File: src/rtl/pid_mc_if.sv
// pid_mc_if: sample/gain inputs and control-output bus of the multi-channel PID controller.
// master drives the snapshot inputs, slave (the controller) drives co/valid/busy.
interface pid_mc_if #(
  parameter int unsigned NBITS = 16,
  parameter int unsigned NCH   = 4,
  parameter int unsigned KBITS = 16
);
  logic                   start_i;
  logic [NCH*NBITS-1:0]   sp_i;
  logic [NCH*NBITS-1:0]   pv_i;
  logic [KBITS-1:0]       kp_i;
  logic [KBITS-1:0]       ki_i;
  logic [KBITS-1:0]       kd_i;
  logic [NBITS-2:0]       ilim_i;
  logic [NCH*NBITS-1:0]   co_o;
  logic                   valid_o;
  logic                   busy_o;

  modport master (
    output start_i, sp_i, pv_i, kp_i, ki_i, kd_i, ilim_i,
    input  co_o, valid_o, busy_o
  );

  modport slave (
    input  start_i, sp_i, pv_i, kp_i, ki_i, kd_i, ilim_i,
    output co_o, valid_o, busy_o
  );
endinterface

File: src/rtl/pid_mc.sv
// pid_mc: time-multiplexed multi-channel PID controller sharing one MAC datapath.
// Define PID_DERIV_EN to build the derivative term (MUL_D state, kd gain, per-channel eprev).
module pid_mc #(
  parameter int unsigned NBITS = 16,
  parameter int unsigned NCH   = 4,
  parameter int unsigned KBITS = 16,
  parameter int unsigned FRAC  = 8
) (
  input  logic    clk,
  input  logic    rst,
  input  logic    clr,
  input  logic    en,
  pid_mc_if.slave bus
);
  localparam int unsigned ACCW = 2 * NBITS + KBITS;
  localparam int unsigned CHW  = (NCH > 1) ? $clog2(NCH) : 1;
  localparam logic [CHW-1:0] LastCh = CHW'(NCH - 1);

  typedef logic signed [NBITS-1:0] word_t;
  typedef logic signed [NBITS:0]   wide_t;
  typedef logic signed [KBITS-1:0] gain_t;
  typedef logic signed [ACCW-1:0]  acc_t;

  localparam word_t WordMax = {1'b0, {(NBITS-1){1'b1}}};
  localparam word_t WordMin = {1'b1, {(NBITS-1){1'b0}}};

  typedef enum logic [2:0] {
    StIdle,
    StLoad,
    StMulP,
    StMulI,
`ifdef PID_DERIV_EN
    StMulD,
`endif
    StOut
  } state_e;

  function automatic word_t sat_wide(wide_t x);
    if (x[NBITS] == x[NBITS-1]) return x[NBITS-1:0];
    return x[NBITS] ? WordMin : WordMax;
  endfunction

  // Arithmetic shift floors toward -inf before saturating to the output width.
  function automatic word_t sat_acc(acc_t x);
    acc_t s;
    s = x >>> FRAC;
    if ((&s[ACCW-1:NBITS-1]) || (~|s[ACCW-1:NBITS-1])) return s[NBITS-1:0];
    return s[ACCW-1] ? WordMin : WordMax;
  endfunction

  state_e               state_q, state_d;
  logic [CHW-1:0]       ch_q;
  word_t                sp_q    [NCH];
  word_t                pv_q    [NCH];
  word_t                integ_q [NCH];
  gain_t                kp_q, ki_q;
  word_t                ilim_q;
  word_t                e_q, ip_q;
  acc_t                 acc_q, acc_d;
  logic [NCH*NBITS-1:0] co_q;
  logic                 valid_q, busy_q;

  wide_t e_raw, i_sum, lim;
  word_t e_sat, i_next;

`ifdef PID_DERIV_EN
  gain_t kd_q;
  word_t eprev_q [NCH];
  wide_t d_q, d_raw;
`else
  logic unused_kd;
  assign unused_kd = ^bus.kd_i;
`endif

  // Error, clamped integrator and derivative for the channel in LOAD.
  always_comb begin
    e_raw = wide_t'(sp_q[ch_q]) - wide_t'(pv_q[ch_q]);
    e_sat = sat_wide(e_raw);
    i_sum = wide_t'(integ_q[ch_q]) + wide_t'(e_sat);
    lim   = wide_t'(ilim_q);
    if (i_sum > lim)       i_next = lim[NBITS-1:0];
    else if (i_sum < -lim) i_next = word_t'(-lim);
    else                   i_next = i_sum[NBITS-1:0];
`ifdef PID_DERIV_EN
    d_raw = wide_t'(e_sat) - wide_t'(eprev_q[ch_q]);
`endif
  end

  always_comb begin
    acc_d = acc_q;
    case (state_q)
      StMulP:  acc_d = acc_t'(kp_q) * acc_t'(e_q);
      StMulI:  acc_d = acc_q + acc_t'(ki_q) * acc_t'(ip_q);
`ifdef PID_DERIV_EN
      StMulD:  acc_d = acc_q + acc_t'(kd_q) * acc_t'(d_q);
`endif
      default: acc_d = acc_q;
    endcase
  end

  always_comb begin
    state_d = state_q;
    case (state_q)
      StIdle:  if (bus.start_i) state_d = StLoad;
      StLoad:  state_d = StMulP;
      StMulP:  state_d = StMulI;
`ifdef PID_DERIV_EN
      StMulI:  state_d = StMulD;
      StMulD:  state_d = StOut;
`else
      StMulI:  state_d = StOut;
`endif
      StOut:   state_d = (ch_q == LastCh) ? StIdle : StLoad;
      default: state_d = StIdle;
    endcase
  end

  always_ff @(posedge clk or negedge rst) begin
    if (!rst)     state_q <= StIdle;
    else if (clr) state_q <= StIdle;
    else if (en)  state_q <= state_d;
  end

  always_ff @(posedge clk or negedge rst) begin
    if (!rst) begin
      ch_q    <= '0;
      kp_q    <= '0;
      ki_q    <= '0;
      ilim_q  <= '0;
      e_q     <= '0;
      ip_q    <= '0;
      acc_q   <= '0;
      co_q    <= '0;
      valid_q <= 1'b0;
      busy_q  <= 1'b0;
      for (int k = 0; k < NCH; k++) begin
        sp_q[k]    <= '0;
        pv_q[k]    <= '0;
        integ_q[k] <= '0;
      end
`ifdef PID_DERIV_EN
      kd_q <= '0;
      d_q  <= '0;
      for (int k = 0; k < NCH; k++) eprev_q[k] <= '0;
`endif
    end else if (clr) begin
      ch_q    <= '0;
      co_q    <= '0;
      valid_q <= 1'b0;
      busy_q  <= 1'b0;
      for (int k = 0; k < NCH; k++) integ_q[k] <= '0;
`ifdef PID_DERIV_EN
      for (int k = 0; k < NCH; k++) eprev_q[k] <= '0;
`endif
    end else if (en) begin
      valid_q <= 1'b0;
      acc_q   <= acc_d;
      case (state_q)
        StIdle: begin
          if (bus.start_i) begin
            for (int k = 0; k < NCH; k++) begin
              sp_q[k] <= bus.sp_i[k*NBITS +: NBITS];
              pv_q[k] <= bus.pv_i[k*NBITS +: NBITS];
            end
            kp_q   <= bus.kp_i;
            ki_q   <= bus.ki_i;
            ilim_q <= {1'b0, bus.ilim_i};
            ch_q   <= '0;
            busy_q <= 1'b1;
`ifdef PID_DERIV_EN
            kd_q   <= bus.kd_i;
`endif
          end
        end
        StLoad: begin
          e_q           <= e_sat;
          ip_q          <= i_next;
          integ_q[ch_q] <= i_next;
`ifdef PID_DERIV_EN
          d_q           <= d_raw;
          eprev_q[ch_q] <= e_sat;
`endif
        end
        StOut: begin
          co_q[ch_q*NBITS +: NBITS] <= sat_acc(acc_q);
          if (ch_q == LastCh) begin
            valid_q <= 1'b1;
            busy_q  <= 1'b0;
          end else begin
            ch_q <= ch_q + 1'b1;
          end
        end
        default: ;
      endcase
    end
  end

  assign bus.co_o    = co_q;
  assign bus.valid_o = valid_q;
  assign bus.busy_o  = busy_q;
endmodule

File: src/flat_wrapper.sv
// flat-port wrapper written by rule: the top's interface ports become plain ports
module pid_mc_flat 
#(
  parameter int unsigned NBITS = 16,
  parameter int unsigned NCH   = 4,
  parameter int unsigned KBITS = 16,
  parameter int unsigned FRAC  = 8
)
  (clk, rst, clr, en, bus_start_i, bus_sp_i, bus_pv_i, bus_kp_i, bus_ki_i, bus_kd_i, bus_ilim_i, bus_co_o, bus_valid_o, bus_busy_o);
  pid_mc_if #(.NBITS(NBITS), .NCH(NCH), .KBITS(KBITS)) bus_i ();
  input  logic clk;
  input  logic rst;
  input  logic clr;
  input  logic en;
  input wire logic [$bits(bus_i.start_i)-1:0] bus_start_i;
  input wire logic [$bits(bus_i.sp_i)-1:0] bus_sp_i;
  input wire logic [$bits(bus_i.pv_i)-1:0] bus_pv_i;
  input wire logic [$bits(bus_i.kp_i)-1:0] bus_kp_i;
  input wire logic [$bits(bus_i.ki_i)-1:0] bus_ki_i;
  input wire logic [$bits(bus_i.kd_i)-1:0] bus_kd_i;
  input wire logic [$bits(bus_i.ilim_i)-1:0] bus_ilim_i;
  output wire logic [$bits(bus_i.co_o)-1:0] bus_co_o;
  output wire logic [$bits(bus_i.valid_o)-1:0] bus_valid_o;
  output wire logic [$bits(bus_i.busy_o)-1:0] bus_busy_o;
  assign bus_i.start_i = bus_start_i;
  assign bus_i.sp_i = bus_sp_i;
  assign bus_i.pv_i = bus_pv_i;
  assign bus_i.kp_i = bus_kp_i;
  assign bus_i.ki_i = bus_ki_i;
  assign bus_i.kd_i = bus_kd_i;
  assign bus_i.ilim_i = bus_ilim_i;
  assign bus_co_o = bus_i.co_o;
  assign bus_valid_o = bus_i.valid_o;
  assign bus_busy_o = bus_i.busy_o;
  pid_mc #(.NBITS(NBITS), .NCH(NCH), .KBITS(KBITS), .FRAC(FRAC)) u_core (.clk(clk), .rst(rst), .clr(clr), .en(en), .bus(bus_i));
endmodule
File: config.mk
export PLATFORM = sky130hd
export DESIGN_NAME = pid_mc_flat
export DESIGN_NICKNAME = d
export VERILOG_FILES = /design/src/rtl/pid_mc_if.sv /design/src/rtl/pid_mc.sv /design/src/flat_wrapper.sv
export SDC_FILE = /design/constraint.sdc
export NUM_CORES = 2
export LEC_CHECK = 0
export CORE_ASPECT_RATIO = 0.6
export CORE_MARGIN = 2
export CORE_UTILIZATION = 24
export CTS_BUF_LIST = sky130_fd_sc_hd__clkbuf_2 sky130_fd_sc_hd__clkbuf_4 sky130_fd_sc_hd__clkbuf_8
export DETAILED_ROUTE_END_ITERATION = 10
export PLACE_DENSITY = 0.44
export SKIP_CTS_REPAIR_TIMING = 1
export SLEW_MARGIN = 0
export SYNTH_ARGS = -nofsm -noshare
export SYNTH_HDL_FRONTEND = slang
export SYNTH_SLANG_ARGS = --single-unit
File: constraint.sdc
create_clock -name clk -period 11.3 [get_ports clk]
set_input_delay 1.13 -clock clk [delete_from_list [all_inputs] [get_ports clk]]
set_output_delay 1.13 -clock clk [all_outputs]
set_load 0.02 [all_outputs]
==> flow_metrics.tcl <==
set metrics [dict create \
    status "completed" \
    critPathRequiredTime_ps 11950 \
    worstHoldPathType "in -> async" \
    postRouteWirelength_mm 128 \
    synth-seq-cells 390 \
    cts_root_buf "clkbuf_8" \
    route.detailed.vias_per_inst 4.47 \
    synth-adder-area-share_pct 34.4 \
    cts_buffers 71 \
    clkSlewWorstSetupHoldPaths_ps 60 \
    cp-end-kind "flop" \
    ioPinCount 262 \
    critPathMaxFanout 31 \
    gpl.final_weighted_congestion 0.859 \
    cp-start-kind "flop" \
    maxSlewViolCount 0 \
    floorplan.die_area_um2 174000 \
    placed_area_um2 45900 \
    synth_seq_area_share_pct 23.9 \
    worst_r2r_startpoint "u_core.ch_q[0]" \
    cap_violations 0 \
    synthCells 4092 \
    synth_area_leaders "fa_1, dfrtp_1, ha_1" \
    buffer_ports.inserted 245 \
    cp.arrival_ps 10680 \
    number_of_antenna_violations_at_the_first_check_in_global_routing 16 \
    synth_async_sr_flop_share_pct 100 \
    grt_most_used_layer "met1" \
    rsz0062_at_grt "false" \
    largest_family_of_logic_cells_by_synthesized_area "adder cells" \
    global_route.usage.met2_pct 19.5 \
    drcViolationCount 0 \
    htreeDepth 3 \
    final_min_period_over_clock_period_pct 88.8 \
    dominantRegCellSynth "dfrtp_1" \
    final-setup-viol-count 0 \
    post-place-cells 6470 \
    worst_clock_skew_ps 57.0 \
    yosys.cell_types.count 88 \
    num_rows 117 \
    critical-path-max-stage-delay_ps 880 \
    simple_gate_fraction_of_synth_area_pct 12.3 \
    area_fraction_in_compound_gates_after_synthesis_pct 10.2 \
    synth_xor_area_share_pct 3.19 \
    setup_total_negative_slack_ps 0 \
    mean_instance_size_in_the_synthesized_netlist_um2 9.99 \
    synth.yosys.warnings 0 \
    grt.overflow.total 0 \
    globalRouteTotalUtil_pct 15.1 \
    finish.net_count 5286 \
    number_of_sinks_handled_by_clock_tree_synthesis 390 \
    tritoncts "done" \
    syn2layout_area_growth_pct 16.1 \
    met1_layer_usage_reported_by_global_route_pct 24.6 \
    finalInstanceArea_um2 47500 \
    grt_first_pass_wirelength_mm 199 \
    routedWlPerCell_um 19.3 \
    layout_cells_sized_above_1_pct 11.1 \
    clock_insertion_delay_worst_skew_ps 740 \
    finish.cell_count_without_fillers 6595 \
    number_of_enable_flip_flop_cells_after_synthesis 0 \
    initial_core_util_pct 24.1 \
    synth_mux_area_share_pct 8.74 \
    synth.top_cell.area_share_pct 25.8 \
    drt_iter0_drc 1969 \
    post-dp-hpwl_mm 102 \
    timing.final.crit_period_ps 10040 \
    rr_endpoint "u_core.ip_q[12]" \
    nFillCells 17800 \
    ant_nets 0 \
    r2r_cells 42 \
    timing_worst_setup_path_type "reg -> reg" \
    crit_path_frequent_cell "o21ai_0" \
    synth_top_area_cell "fa_1" \
    route.vias.total 29500 \
    report.final.hold_viol_count 0 \
    syn-num-nets 5096 \
    clk_path_buf_depth 3 \
    mappedNetlistArea_um2 40900 \
    chipHeight_um 324 \
    core_area_um2 169000 \
    critPathSlowestCell "dfrtp_4" \
    clock.fmax_mhz 99.6 \
    worstMarginPinSlew_ps 1350 \
    die_w_um 537 \
    slew_headroom_pct 9.25 \
    number_of_global_route_vias_before_repair 31000 \
    worst_hold_slack_across_all_endpoints_ps 424 \
    detailed_routing_iterations_pass_1 5 \
    grt_util_met3_pct 4.21 \
    rrSetupSlack_ps 1260 \
    grt_max_degree 161 \
]
[cells by family (layout without fill, tap and decap cells)]
family | Yosys count | in the layout
AND/OR/NAND/NOR | 1049 | 1049
adder cells (fa/ha/maj) | 808 | 808
buffers and inverters | 789 | 1027
AO/OA/AOI/OAI | 636 | 636
flip-flops | 390 | 390
multiplexers | 271 | 271
XOR/XNOR | 149 | 149
other | 0 | 4
[layer usage]
metal / wire (um) / share of wire (%)
met5: 21 / 0.016
met4: 1480 / 1.2
met3: 10100 / 7.9
met2: 47400 / 37
met1: 68500 / 54
[worst max-delay path by stage]
stage                         startpoint               to  depth (start not counted)  slack (ps)
after floorplan           u_core.ch_q[0]   u_core.ip_q[0]                         41        2620
after global placement    u_core.ch_q[0]   u_core.ip_q[7]                         42        1250
after detailed placement  u_core.ch_q[0]   u_core.ip_q[7]                         39        1280
after CTS                 u_core.ch_q[0]   u_core.ip_q[7]                         39        1210
after global routing      u_core.ch_q[0]   u_core.ip_q[7]                         39         210
final                     u_core.ch_q[0]  u_core.ip_q[12]                         42        1260
[flip-flops by register name (all words and copies together), names as in the netlist]
name,count
u_core.acc_q,48
u_core.bus.busy_o,1
u_core.bus.co_o,64
u_core.bus.valid_o,1
u_core.ch_q,2
u_core.e_q,16
u_core.ilim_q,15
u_core.integ_q,64
u_core.ip_q,16
u_core.ki_q,16
u_core.kp_q,16
u_core.pv_q,64
u_core.sp_q,64
u_core.state_q,3
[synth_stat cells, drive strengths merged (25+ instances only)]
cell and number:
inv 617, fa 527, nand2 465, dfrtp 390, ha 281, and2 231
o21ai 208, mux2 204, clkbuf 152, nor2 141, a21oi 137, xnor2 107
a21o 56, a22o 53, mux4 48, xor2 42, nand2b 41, nor3 35
nand3 28, o21a 26, a31oi 25
[layout make-up]
| class | instances | area, um2 | share of cell area (%) |
|---|---|---|---|
| multi-input combinational | 2913 | 28200 | 59.4 |
| sequential | 390 | 9760 | 20.6 |
| tap | 2261 | 2830 | 5.96 |
| timing repair buffer | 289 | 2810 | 5.93 |
| inverter | 617 | 2320 | 4.88 |
| clock buffer | 104 | 1320 | 2.78 |
| clock inverter | 17 | 229 | 0.483 |
| antenna | 4 | 10.0 | 0.0211 |
[placed cells by master, fill, tap and decap left out, drive strengths merged, types with 20 or more instances in the layout]
master / count
dfrtp: 390
a22o: 53
nand4: 20
xor2: 42
xnor2: 107
buf: 45
fa: 527
inv: 619
nand3: 28
ha: 281
nor3: 35
clkbuf: 104
mux2: 204
and3: 21
a31oi: 25
a21o: 56
clkdlybuf4s50: 244
nor2b: 21
and2: 231
o21a: 26
nand2b: 41
mux4: 48
o21ai: 208
nor2: 141
nand2: 465
a21oi: 137
[critical path: cells and delay by family, from the launching register on]
| kind | cells | cell delay (ps) |
|---|---|---|
| fa+ha+maj | 5 | 1380 |
| flops | 1 | 880 |
| simple gates | 6 | 750 |
| mux | 2 | 920 |
| compound gates | 23 | 4970 |
| buf+inv | 5 | 870 |
| xor+xnor | 1 | 140 |
[per-stage QoR]
stage / utilization [%] / setup WS (ps)
2_1_floorplan: - / 2620
6_report: 28.0 / 1260
3_3_place_gp: 27.1 / 1250
5_1_grt: 28.0 / 207
3_5_place_dp: 27.1 / 1280
4_1_cts: 28.0 / 1210
Power is not shown: default switching activity piles up to over one toggle a cycle in this logic, so the estimate is an artifact.
